`src/rtl/imem_loader_if.sv`:
```
// Signal bundle between the instruction-memory loader and its surroundings:
// load control, program ROM port, instruction-memory ports and CPU hold/status.
interface imem_loader_if #(
    parameter int unsigned BANK_W = 2
);
    logic                load_start;
    logic [BANK_W-1:0]   bank_sel;
    logic [3:0]          cpu_pc;
    logic [BANK_W+3:0]   rom_addr;
    logic [15:0]         rom_data;
    logic                imem_we;
    logic [3:0]          imem_waddr;
    logic [15:0]         imem_wdata;
    logic [3:0]          imem_raddr;
    logic [15:0]         imem_rdata;
    logic                cpu_hold;
    logic                busy;
    logic                done;
    logic                error;
    logic [3:0]          err_addr;

    // Environment side: requests loads, models ROM/memory, reads status.
    modport master (
        output load_start, bank_sel, cpu_pc, rom_data, imem_rdata,
        input  rom_addr, imem_we, imem_waddr, imem_wdata, imem_raddr,
               cpu_hold, busy, done, error, err_addr
    );

    // Loader side.
    modport slave (
        input  load_start, bank_sel, cpu_pc, rom_data, imem_rdata,
        output rom_addr, imem_we, imem_waddr, imem_wdata, imem_raddr,
               cpu_hold, busy, done, error, err_addr
    );
endinterface

```
`src/rtl/imem_loader.sv`:
```
// Copies a 16-word program bank from ROM into instruction memory, then reads
// it back and compares against ROM, stalling the CPU for the whole operation.
module imem_loader #(
    parameter int unsigned BANK_W = 2
) (
    input logic          clk,
    input logic          rst,
    imem_loader_if.slave bus
);

    typedef enum logic [1:0] {
        IDLE,
        FILL,
        VERIFY,
        DONE
    } state_t;

    state_t            state_q, state_d;
    logic [3:0]        cnt_q, cnt_d;
    logic [BANK_W-1:0] bank_q, bank_d;
    logic              error_q, error_d;
    logic [3:0]        err_addr_q, err_addr_d;

    always_ff @(posedge clk) begin
        if (rst) begin
            state_q    <= IDLE;
            cnt_q      <= '0;
            bank_q     <= '0;
            error_q    <= 1'b0;
            err_addr_q <= '0;
        end else begin
            state_q    <= state_d;
            cnt_q      <= cnt_d;
            bank_q     <= bank_d;
            error_q    <= error_d;
            err_addr_q <= err_addr_d;
        end
    end

    always_comb begin
        state_d        = state_q;
        cnt_d          = cnt_q;
        bank_d         = bank_q;
        error_d        = error_q;
        err_addr_d     = err_addr_q;
        bus.rom_addr   = {bank_q, 4'd0};
        bus.imem_we    = 1'b0;
        bus.imem_waddr = '0;
        bus.imem_wdata = '0;
        bus.imem_raddr = cnt_q;
        bus.cpu_hold   = 1'b1;
        bus.busy       = 1'b1;
        bus.done       = 1'b0;

        case (state_q)
            IDLE: begin
                bus.cpu_hold   = 1'b0;
                bus.busy       = 1'b0;
                bus.imem_raddr = bus.cpu_pc;
                if (bus.load_start) begin
                    bank_d     = bus.bank_sel;
                    cnt_d      = '0;
                    error_d    = 1'b0;
                    err_addr_d = '0;
                    state_d    = FILL;
                end
            end

            FILL: begin
                bus.rom_addr   = {bank_q, cnt_q};
                bus.imem_we    = 1'b1;
                bus.imem_waddr = cnt_q;
                bus.imem_wdata = bus.rom_data;
                cnt_d          = cnt_q + 4'd1;
                if (cnt_q == 4'd15) begin
                    state_d = VERIFY;
                end
            end

            VERIFY: begin
                bus.rom_addr = {bank_q, cnt_q};
                // Stop at the first mismatch; cnt is frozen at the failing word.
                if (bus.imem_rdata != bus.rom_data) begin
                    error_d    = 1'b1;
                    err_addr_d = cnt_q;
                    state_d    = DONE;
                end else begin
                    cnt_d = cnt_q + 4'd1;
                    if (cnt_q == 4'd15) begin
                        state_d = DONE;
                    end
                end
            end

            DONE: begin
                bus.done = 1'b1;
                state_d  = IDLE;
            end

            default: begin
                state_d = IDLE;
            end
        endcase
    end

    assign bus.error    = error_q;
    assign bus.err_addr = err_addr_q;

endmodule

```
`src/flat_wrapper.sv`:
```
// flat-port wrapper written by rule: the top's interface ports become plain ports
module imem_loader_flat 
#(
    parameter int unsigned BANK_W = 2
)
  (clk, rst, bus_load_start, bus_bank_sel, bus_cpu_pc, bus_rom_data, bus_imem_rdata, bus_rom_addr, bus_imem_we, bus_imem_waddr, bus_imem_wdata, bus_imem_raddr, bus_cpu_hold, bus_busy, bus_done, bus_error, bus_err_addr);
  imem_loader_if #(.BANK_W(BANK_W)) bus_i ();
  input logic clk;
  input logic rst;
  input wire logic [$bits(bus_i.load_start)-1:0] bus_load_start;
  input wire logic [$bits(bus_i.bank_sel)-1:0] bus_bank_sel;
  input wire logic [$bits(bus_i.cpu_pc)-1:0] bus_cpu_pc;
  input wire logic [$bits(bus_i.rom_data)-1:0] bus_rom_data;
  input wire logic [$bits(bus_i.imem_rdata)-1:0] bus_imem_rdata;
  output wire logic [$bits(bus_i.rom_addr)-1:0] bus_rom_addr;
  output wire logic [$bits(bus_i.imem_we)-1:0] bus_imem_we;
  output wire logic [$bits(bus_i.imem_waddr)-1:0] bus_imem_waddr;
  output wire logic [$bits(bus_i.imem_wdata)-1:0] bus_imem_wdata;
  output wire logic [$bits(bus_i.imem_raddr)-1:0] bus_imem_raddr;
  output wire logic [$bits(bus_i.cpu_hold)-1:0] bus_cpu_hold;
  output wire logic [$bits(bus_i.busy)-1:0] bus_busy;
  output wire logic [$bits(bus_i.done)-1:0] bus_done;
  output wire logic [$bits(bus_i.error)-1:0] bus_error;
  output wire logic [$bits(bus_i.err_addr)-1:0] bus_err_addr;
  assign bus_i.load_start = bus_load_start;
  assign bus_i.bank_sel = bus_bank_sel;
  assign bus_i.cpu_pc = bus_cpu_pc;
  assign bus_i.rom_data = bus_rom_data;
  assign bus_i.imem_rdata = bus_imem_rdata;
  assign bus_rom_addr = bus_i.rom_addr;
  assign bus_imem_we = bus_i.imem_we;
  assign bus_imem_waddr = bus_i.imem_waddr;
  assign bus_imem_wdata = bus_i.imem_wdata;
  assign bus_imem_raddr = bus_i.imem_raddr;
  assign bus_cpu_hold = bus_i.cpu_hold;
  assign bus_busy = bus_i.busy;
  assign bus_done = bus_i.done;
  assign bus_error = bus_i.error;
  assign bus_err_addr = bus_i.err_addr;
  imem_loader #(.BANK_W(BANK_W)) u_core (.clk(clk), .rst(rst), .bus(bus_i));
endmodule
```
`config.mk`:
```
export PLATFORM = sky130hd
export DESIGN_NAME = imem_loader_flat
export DESIGN_NICKNAME = d
export VERILOG_FILES = /design/src/rtl/imem_loader_if.sv /design/src/rtl/imem_loader.sv /design/src/flat_wrapper.sv
export SDC_FILE = /design/constraint.sdc
export NUM_CORES = 1
export LEC_CHECK = 0
export CORE_ASPECT_RATIO = 1.5
export CORE_MARGIN = 8
export CORE_UTILIZATION = 31
export CTS_CLUSTER_DIAMETER = 30
export DETAILED_ROUTE_END_ITERATION = 12
export HOLD_SLACK_MARGIN = 0.12
export PLACE_DENSITY_LB_ADDON = 0.1
export SYNTH_ARGS = -nofsm -noshare
export SYNTH_HDL_FRONTEND = slang
export SYNTH_SLANG_ARGS = --single-unit
```
`constraint.sdc`:
```
create_clock -name clk -period 1.85 [get_ports clk]
set_input_delay 0.185 -clock clk [delete_from_list [all_inputs] [get_ports clk]]
set_output_delay 0.185 -clock clk [all_outputs]
set_load 0.05 [all_outputs]
```
# --- Word-level counts from Yosys, hierarchy flattened ---
# Cells that the tools add are included.
# Widths: inputs -> output; s select.
op_classes:
  n_addsub: 1
  n_eq_ne: 10
  muxes: 20
  n_reduce_logical: 8
op_table:
  columns: ["operator", "count"]
  rows:
  - ["$mux 4", 6]
  - ["$mux 16", 1]
  - ["$ne 16x16->1", 1]
  - ["$pmux 4 s3", 1]
  - ["$reduce_and 3->1", 3]
  - ["$mux 2", 4]
  - ["$pmux 2 s4", 1]
  - ["$pmux 4 s2", 1]
  - ["$mux 1", 5]
  - ["$add 4x1->4 const B", 1]
  - ["$eq 2x2->1 const B", 2]
  - ["$eq 4x4->1 const B", 1]
  - ["$ne 2x1->1 const B", 2]
  - ["$ne 2x2->1 const B", 2]
  - ["$ne 3x1->1 const B", 1]
  - ["$reduce_bool 3->1", 1]
  - ["$eq 2x1->1 const B", 1]
  - ["$logic_not 2->1", 1]
  - ["$pmux 1 s2", 1]
  - ["$reduce_and 2->1", 1]
  - ["$reduce_bool 2->1", 1]
  - ["$reduce_or 2->1", 1]
totals:
  register_bits: 13

# --- Longest topological paths before layout ---
# Gate-level depths: netlist of the first run.
logic_depth:
  ltp_word: 4
  ltp_mapped: 8
  ltp_nobuf: 7

# --- Worst setup path after synthesis of the first run ---
# Ideal clock, no wire load.
synth_path:
  kind: "register to output"
  start: "register u_core.state_q[0]"
  end: "output port bus_imem_raddr[3]"
  arrival_time_ns: 1.930
  required_ns: 1.665
  setup_slack_ns: -0.265
  stages_incl_launch_ff: 5
  cell_sequence: "dfxtp_1 > inv_1 > ha_1 > clkbuf_1 > o21ai_0"
synth_between:
  elab_chain_len: 2
synth_lines:
  columns: ["element", "line_no", "source"]
  rows:
  - ["from (decl)", "imem_loader.sv:18", "state_t state_q, state_d;"]
  - ["from (signal assigned)", "imem_loader.sv:32", "state_q <= state_d;"]
  - ["$logic_not 2->1", "imem_loader.sv:55", "case (state_q)"]
  - ["$mux 4", "imem_loader.sv:55", null]
  - ["to (decl)", "flat_wrapper.sv:19", "output wire logic [$bits(bus_i.imem_raddr)-1:0] bus_imem_raddr;"]
# Every way passes these cells.

# --- Worst setup path after layout of the first run ---
layout_path:
  start: "register u_core.state_q[1]"
  end: "output port bus_imem_raddr[1]"
# The elaborated chain is that of the path after synthesis.

==> out/metrics.yaml, run 1 <==
drt_first_iter_violations: 44
reg2regPathDepth: 7
ys_async_sr_fraction_pct: 0
ios: 80
switchingPower_uw: 1670
grt_max_degree: 13
cp_common_cell: "buf_4"
dp_hpwl_um: 3740
worst-path-stages: 5
rsz0062_at_grt: "yes"
synthesis.nets: 187
intPower_uw: 1690
grt_use_total_pct: 15.7
wirelength_um: 4670
place.gp.congestion: 0.884
ir_worst_vdd_uv: 1740
yosysUniqueCellTypes: 34
worst_slew_pin_slew_ns: 0.513
antenna_left: 0
coreArea_um2: 3580
setup_viol: 0
finalCritPeriodShare_pct: 96.6
swShare_pct: 49.7
synth.area.top_cells: "dfxtp_1 (23%), and2_1 (13%), xor2_1 (13%)"
numPortBuffers: 79
drt_first_pass_iters: 4
cts_tree: "done"
cellPowerDensity_nw_per_um2: 1370
route.detailed.drc: 0
start_util_pct: 31.3
yosysSeqAreaShare_pct: 23.2
rows: 27
yosysTopAreaCell: "dfxtp_1"
tns_ns: 0
viasPerCell: 5.08
syn_area_um2: 1120
arrival_ns: 1.60
grt-ovfl-total: 0
clk_pin_slew_ns: 0.06
maxSlewViolCount: 0
cp_cell_sequence: "inv_1 -> ha_2 -> buf_4 -> mux2_2 -> buf_4"
synthTopCellsByCount: "and2_1 (24), xor2_1 (16), dfxtp_1 (13)"
vias: 1381
fillers: 296
antenna_found_initial: 0
clk_latency_ns: 0.24
relSlewSlack_pct: 65.7
crit_type: "flop to primary output"
die_h_um: 89.6
setup_ws_ns: 0.0633
crit_fanout: 5
die_x_um: 65.1
synth_most_common_cell: "and2_1"
die_area_um2: 5830
netlist_instances: 140
drive_above_1_share_pct: 27.9
nets: 277
cts_setup_buffers: 0
yosysWarnings: 0
min_period_ns: 1.79
power_frac_seq_pct: 11.9
ys_ff_latch: 13
cts.path.max_buffers: 2
leakage_uw: 0.00105
synth_top_area_share_pct: 23.2
root_buffer: "clkbuf_8"
grt_first_pass_wirelength_um: 7380
synth_edf_count: 0
holdPathStages: 2
crit_path_end_kind: "primary output"
syn_to_final_growth_pct: 119
status: "completed"
p_comb_share_pct: 80.6
required_ns: 1.66
cts_buffers: 3
path_buf_inv: 3
dp_worst_setup_slack_ns: -0.363
numClockSinks: 13
wl_per_cell_um: 17.2
worst_path_dominant_cell_family: "buffers and inverters"
hold_class: "flop to flop"
start_kind: "flop"
antenna_cells: 0
first_global_vias: 1451
p_clk_share_pct: 7.5
crit_path_top_delay_cell: "dfxtp_1"
worstReg2RegStart: "u_core.state_q[1]"
cts-htree-levels: 1
post-route-util_pct: 68.5
max_stage_delay_ns: 0.34
synth.avg_cell_area_um2: 8.00
timing.fmax_ghz: 0.560
finClkSkew_ns: 0.000925
drv_cap: 0
synthFlopType: "dfxtp_1"
crit_start: "u_core.state_q[1]"
hold_viol: 0
min_from: "u_core.bank_q[1]"
==> worst paths after layout <==
path / slack, ns / end
setup / recovery: 0.06 / bus_imem_raddr[1]
setup reg to reg: 0.09 / u_core.cnt_q[2]
hold reg to reg: 0.46 / u_core.bank_q[1]
hold / removal: 0.46 / u_core.bank_q[1]
==> worst register-to-register path: cells and delay by family, from the launching register on <==
| kind | cells | cell delay, ns |
|---|---|---|
| buf+inv | 2 | 0.25 |
| fa+ha+maj | 1 | 0.21 |
| flops | 1 | 0.39 |
| compound gates | 2 | 0.56 |
| simple gates | 2 | 0.25 |
==> registers in the layout, indices dropped and copies added (netlist names) <==
signal               count
u_core.cnt_q             4
u_core.bus.error         1
u_core.bank_q            2
u_core.state_q           2
u_core.bus.err_addr      4
==> logic make-up after synthesis <==
kind of cell | share of synthesized area, %
AO/OA/AOI/OAI | 18.0
XOR/XNOR | 12.5
adder cells (fa/ha/maj) | 6.70
buffers and inverters | 5.70
flip-flops | 23.2
multiplexers | 4.80
AND/OR/NAND/NOR | 29.1
==> what timing repair did <==
| item | in CTS | in global routing |
|---|---|---|
| setup endpoints to repair | 9 | 13 |
| hold buffers | 0 | 0 |
| resized for setup | 7 | 20 |
| pin swaps | 3 | 9 |
==> layer usage <==
metal / vias up / wire length [um] / part of all wire, % / global-route usage (%)
li1: 664 / - / - / -
met1: 643 / 1870 / 40 / 16.7
met2: 70 / 2440 / 52 / 30.4
met3: 4 / 333 / 7.1 / 3.60
met4: 0 / 19 / 0.41 / 2.99
met5: - / 0 / 0 / 0
==> power groups by stage <==
stage	Combinational [uW]	Sequential, uW	Clock (uW)
global placement	2510	395	0
finish	2700	398	253
CTS	2610	397	257
floorplan	1320	426	0
detailed placement	2550	402	0
global route	2840	405	274
==> cell type report <==
cell class / instances / area (um2) / share of cell area [%]
clock buffer: 4 / 45.0 / 1.84
timing repair buffer: 93 / 1190 / 48.6
multi-input combinational: 112 / 876 / 35.7
sequential: 13 / 260 / 10.6
tap: 43 / 53.8 / 2.19
inverter: 7 / 26.3 / 1.07
==> stage by stage <==
stage	total power (uW)	hold slack, ns	area (um2)	cells
floorplan	1740	0.333	1120	140
global placement	2900	0.444	2300	268
detailed placement	2950	0.451	2300	268
CTS	3260	0.459	2370	272
global route	3520	0.473	2450	272
finish	3350	0.457	2450	272
==> cells in the final DEF, fill, tap and decap left out, types with 2 or more instances in the layout <==
master / n
a211oi_1: 2
nand2b_1: 6
mux2i_1: 2
clkdlybuf4s50_1: 38
a21oi_1: 7
o21ai_1: 2
nor2_1: 3
ha_2: 3
xor2_1: 16
nor4_1: 2
dfxtp_1: 13
nor4_2: 2
nand2_1: 6
and2_1: 24
buf_12: 28
inv_1: 6
nand3_1: 5
mux2_2: 3
o21ai_0: 2
nor3_1: 2
a22o_1: 4
clkbuf_8: 3
ha_1: 3
buf_4: 17
dlymetal6s2s_1: 9
a2111oi_4: 2
(Power assumes the default switching activity.)
==> inputs of run 2 (changes only) <==
Settings changed: SETUP_SLACK_MARGIN from default to 0.4.
==> run 2 against run 1 <==
Effect of this change:
- power up 27%
- core utilization up 9.6 points
- worst setup slack better by 0.20 ns
- routed wire length up 14%
- clock skew up 0.0022 ns
- largest cell class unchanged
- global-route usage up 1.5 points
- hold slack worse by 0.0026 ns
- final cell count up 5.1%
==> out/metrics.yaml, run 2 (same netlist as run 1, synthesis figures left out) <==
crit_fanout: 6  # was 5
first_global_vias: 1551  # was 1451
numClockSinks: 13  # unchanged
reg2reg_to: "u_core.cnt_q[3]"  # was u_core.cnt_q[2]
syn_to_final_growth_pct: 150  # was 119%
reg2regPathDepth: 7  # unchanged
drt_first_iter_violations: 66  # was 44
final_common_cell: "buf_12"  # was clkdlybuf4s50_1
cts.path.max_buffers: 2  # unchanged
clk_pin_slew_ns: 0.06  # about the same
cts_tree: "done"  # unchanged
die_x_um: 65.1  # unchanged
hold_ws_ns: 0.454  # was 0.457 ns
rsz0062_at_grt: "yes"  # unchanged
drt_first_pass_iters: 4  # unchanged
cts_buffers: 3  # unchanged
clk_latency_ns: 0.25  # was 0.24 ns
fillers: 231  # was 296
required_ns: 2.00  # was 1.66 ns
ios: 80  # unchanged
hold_viol: 0  # unchanged
tns_ns: 0  # unchanged
min_to: "u_core.bank_q[0]"  # was u_core.bank_q[1]
grt_use_total_pct: 17.2  # was 15.7%
grt_first_pass_wirelength_um: 7910  # was 7380 um
min_period_ns: 1.59  # was 1.79 ns
place.gp.congestion: 0.870  # was 0.884
viasPerCell: 5.18  # was 5.08
dp_hpwl_um: 3730  # was 3740 um
rows: 27  # unchanged
leakage_uw: 0.00120  # was 0.00105 uW
hold_buffers: 0  # unchanged
route.detailed.drc: 0  # unchanged
finClkSkew_ns: 0.00308  # was 0.000925 ns
ir_worst_vdd_uv: 1200  # was 1740 uV
maxSlewViolCount: 0  # unchanged
coreArea_um2: 3580  # unchanged
antenna_left: 0  # unchanged
cts-htree-levels: 1  # unchanged
setup_viol: 0  # unchanged
holdPathStages: 2  # unchanged
grt-ovfl-total: 0  # unchanged
wl_per_cell_um: 18.6  # was 17.2 um
numPortBuffers: 79  # unchanged
nets: 291  # was 277
crit_type: "flop to flop"  # was flop to primary output
drv_cap: 0  # unchanged
die_area_um2: 5830  # unchanged
hold_class: "flop to flop"  # unchanged
drive_above_1_share_pct: 61.3  # was 27.9%
timing.fmax_ghz: 0.630  # was 0.560 GHz
arrival_ns: 1.73  # was 1.60 ns
status: "completed"  # unchanged
ff2ff_setup_slack_ns: 0.26  # was 0.09 ns
cellPowerDensity_nw_per_um2: 1520  # was 1370 nW/um2
vias: 1482  # was 1381
die_h_um: 89.6  # unchanged
finalCritPeriodShare_pct: 85.8  # was 96.6%
wirelength_um: 5310  # was 4670 um
root_buffer: "clkbuf_8"  # unchanged
grt_max_degree: 13  # unchanged
antenna_cells: 0  # unchanged
start_kind: "flop"  # unchanged
mostFrequentLayoutCells: "buf_12 (29), and2_4 (24), buf_2 (17)"  # was clkdlybuf4s50_1 (38), buf_12 (28), and2_1 (24)
worstReg2RegStart: "u_core.state_q[1]"  # unchanged
start_util_pct: 31.3  # unchanged
relSlewSlack_pct: 66.7  # was 65.7%
crit_path_end_kind: "flop"  # was primary output
min_from: "u_core.bank_q[0]"  # was u_core.bank_q[1]
worst_slew_pin_slew_ns: 0.502  # was 0.513 ns
antenna_found_initial: 0  # unchanged
-- run 2: changes by cell type in the layout (fill, tap and decap cells not counted), moves of 4 or more --
cell	delta
buf_6	+10
buf_2	+17
dlymetal6s2s_1	-9
dlygate4sd2_1	+9
xor2_2	+4
clkdlybuf4s50_1	-30
inv_1	-4
clkdlybuf4s15_1	+7
and2_4	+24
buf_8	+5
and2_1	-24
ha_4	+4
xor2_1	-4
-- run 2: report_power, final --
group | switching, uW | internal (uW) | leakage, uW | total [uW]
Sequential | 47.8 | 342 | 0.000107 | 390
Clock | 118 | 153 | 0.0000228 | 271
Combinational | 1800 | 1790 | 0.00107 | 3580
-- run 2: through the flow --
step / worst slack [ns] / util [%] / instances / area (um2) / total power (uW)
2_1_floorplan: 0.323 / - / 140 / 1250 / 1980
3_3_place_gp: -0.385 / 65.7 / 263 / 2350 / 2930
3_5_place_dp: -0.341 / 65.7 / 263 / 2350 / 2980
4_1_cts: 0.273 / 75.2 / 280 / 2690 / 3960
5_1_grt: 0.217 / 78.1 / 286 / 2800 / 4410
6_report: 0.264 / 78.1 / 286 / 2800 / 4240
-- run 2: routing by layer --
layer | up-vias | share of wire [%] | wire, um | track usage [%]
li1 | 699 | - | - | -
met5 | - | 0 | 0 | 0
met2 | 74 | 54 | 2890 | 33.7
met3 | 8 | 7.4 | 394 | 3.73
met1 | 701 | 37 | 1950 | 17.3
met4 | 0 | 1.3 | 70 | 5.58
-- run 2: timing repair --
| item | CTS | global route |
|---|---|---|
| endpoints found under the hold margin | 0 | 0 |
| pin swaps | 34 | 8 |
| gates cloned | 1 | 1 |
| setup endpoints to repair | 49 | 42 |
| gates resized for setup | 170 | 23 |
| buffers inserted | 12 | 5 |
-- run 2: critical path, stage by stage (launching register included) --
cell,delay (ns)
dfxtp_4,0.37
inv_6,0.05
ha_4,0.26
buf_6,0.14
a2111oi_4,0.29
o32ai_2,0.14
mux2i_1,0.18
nor2_1,0.06
-- run 2: area by class of cell --
class / count / area, um2 / share of cell area [%]
repair buffers: 107 / 1280 / 45.8
multi-input cells: 112 / 1110 / 39.6
flip-flops and latches: 13 / 269 / 9.62
well taps: 43 / 53.8 / 1.92
clock buffers: 4 / 45.0 / 1.61
inverters: 7 / 40.0 / 1.43
-- run 2: worst max-delay path by stage --
stage | start | end | slack [ns] | cells past startpoint
final | u_core.state_q[1] | u_core.cnt_q[3] | 0.26 | 7
after detailed placement | bus_rom_data[15] | u_core.bus.err_addr[2] | -0.34 | 8
after global placement | bus_rom_data[15] | u_core.state_q[1] | -0.38 | 8
after global routing | u_core.cnt_q[0] | u_core.cnt_q[3] | 0.22 | 6
after floorplan | u_core.state_q[1] | bus_imem_wdata[0] | 0.32 | 4
after CTS | u_core.state_q[0] | bus_imem_wdata[0] | 0.27 | 5
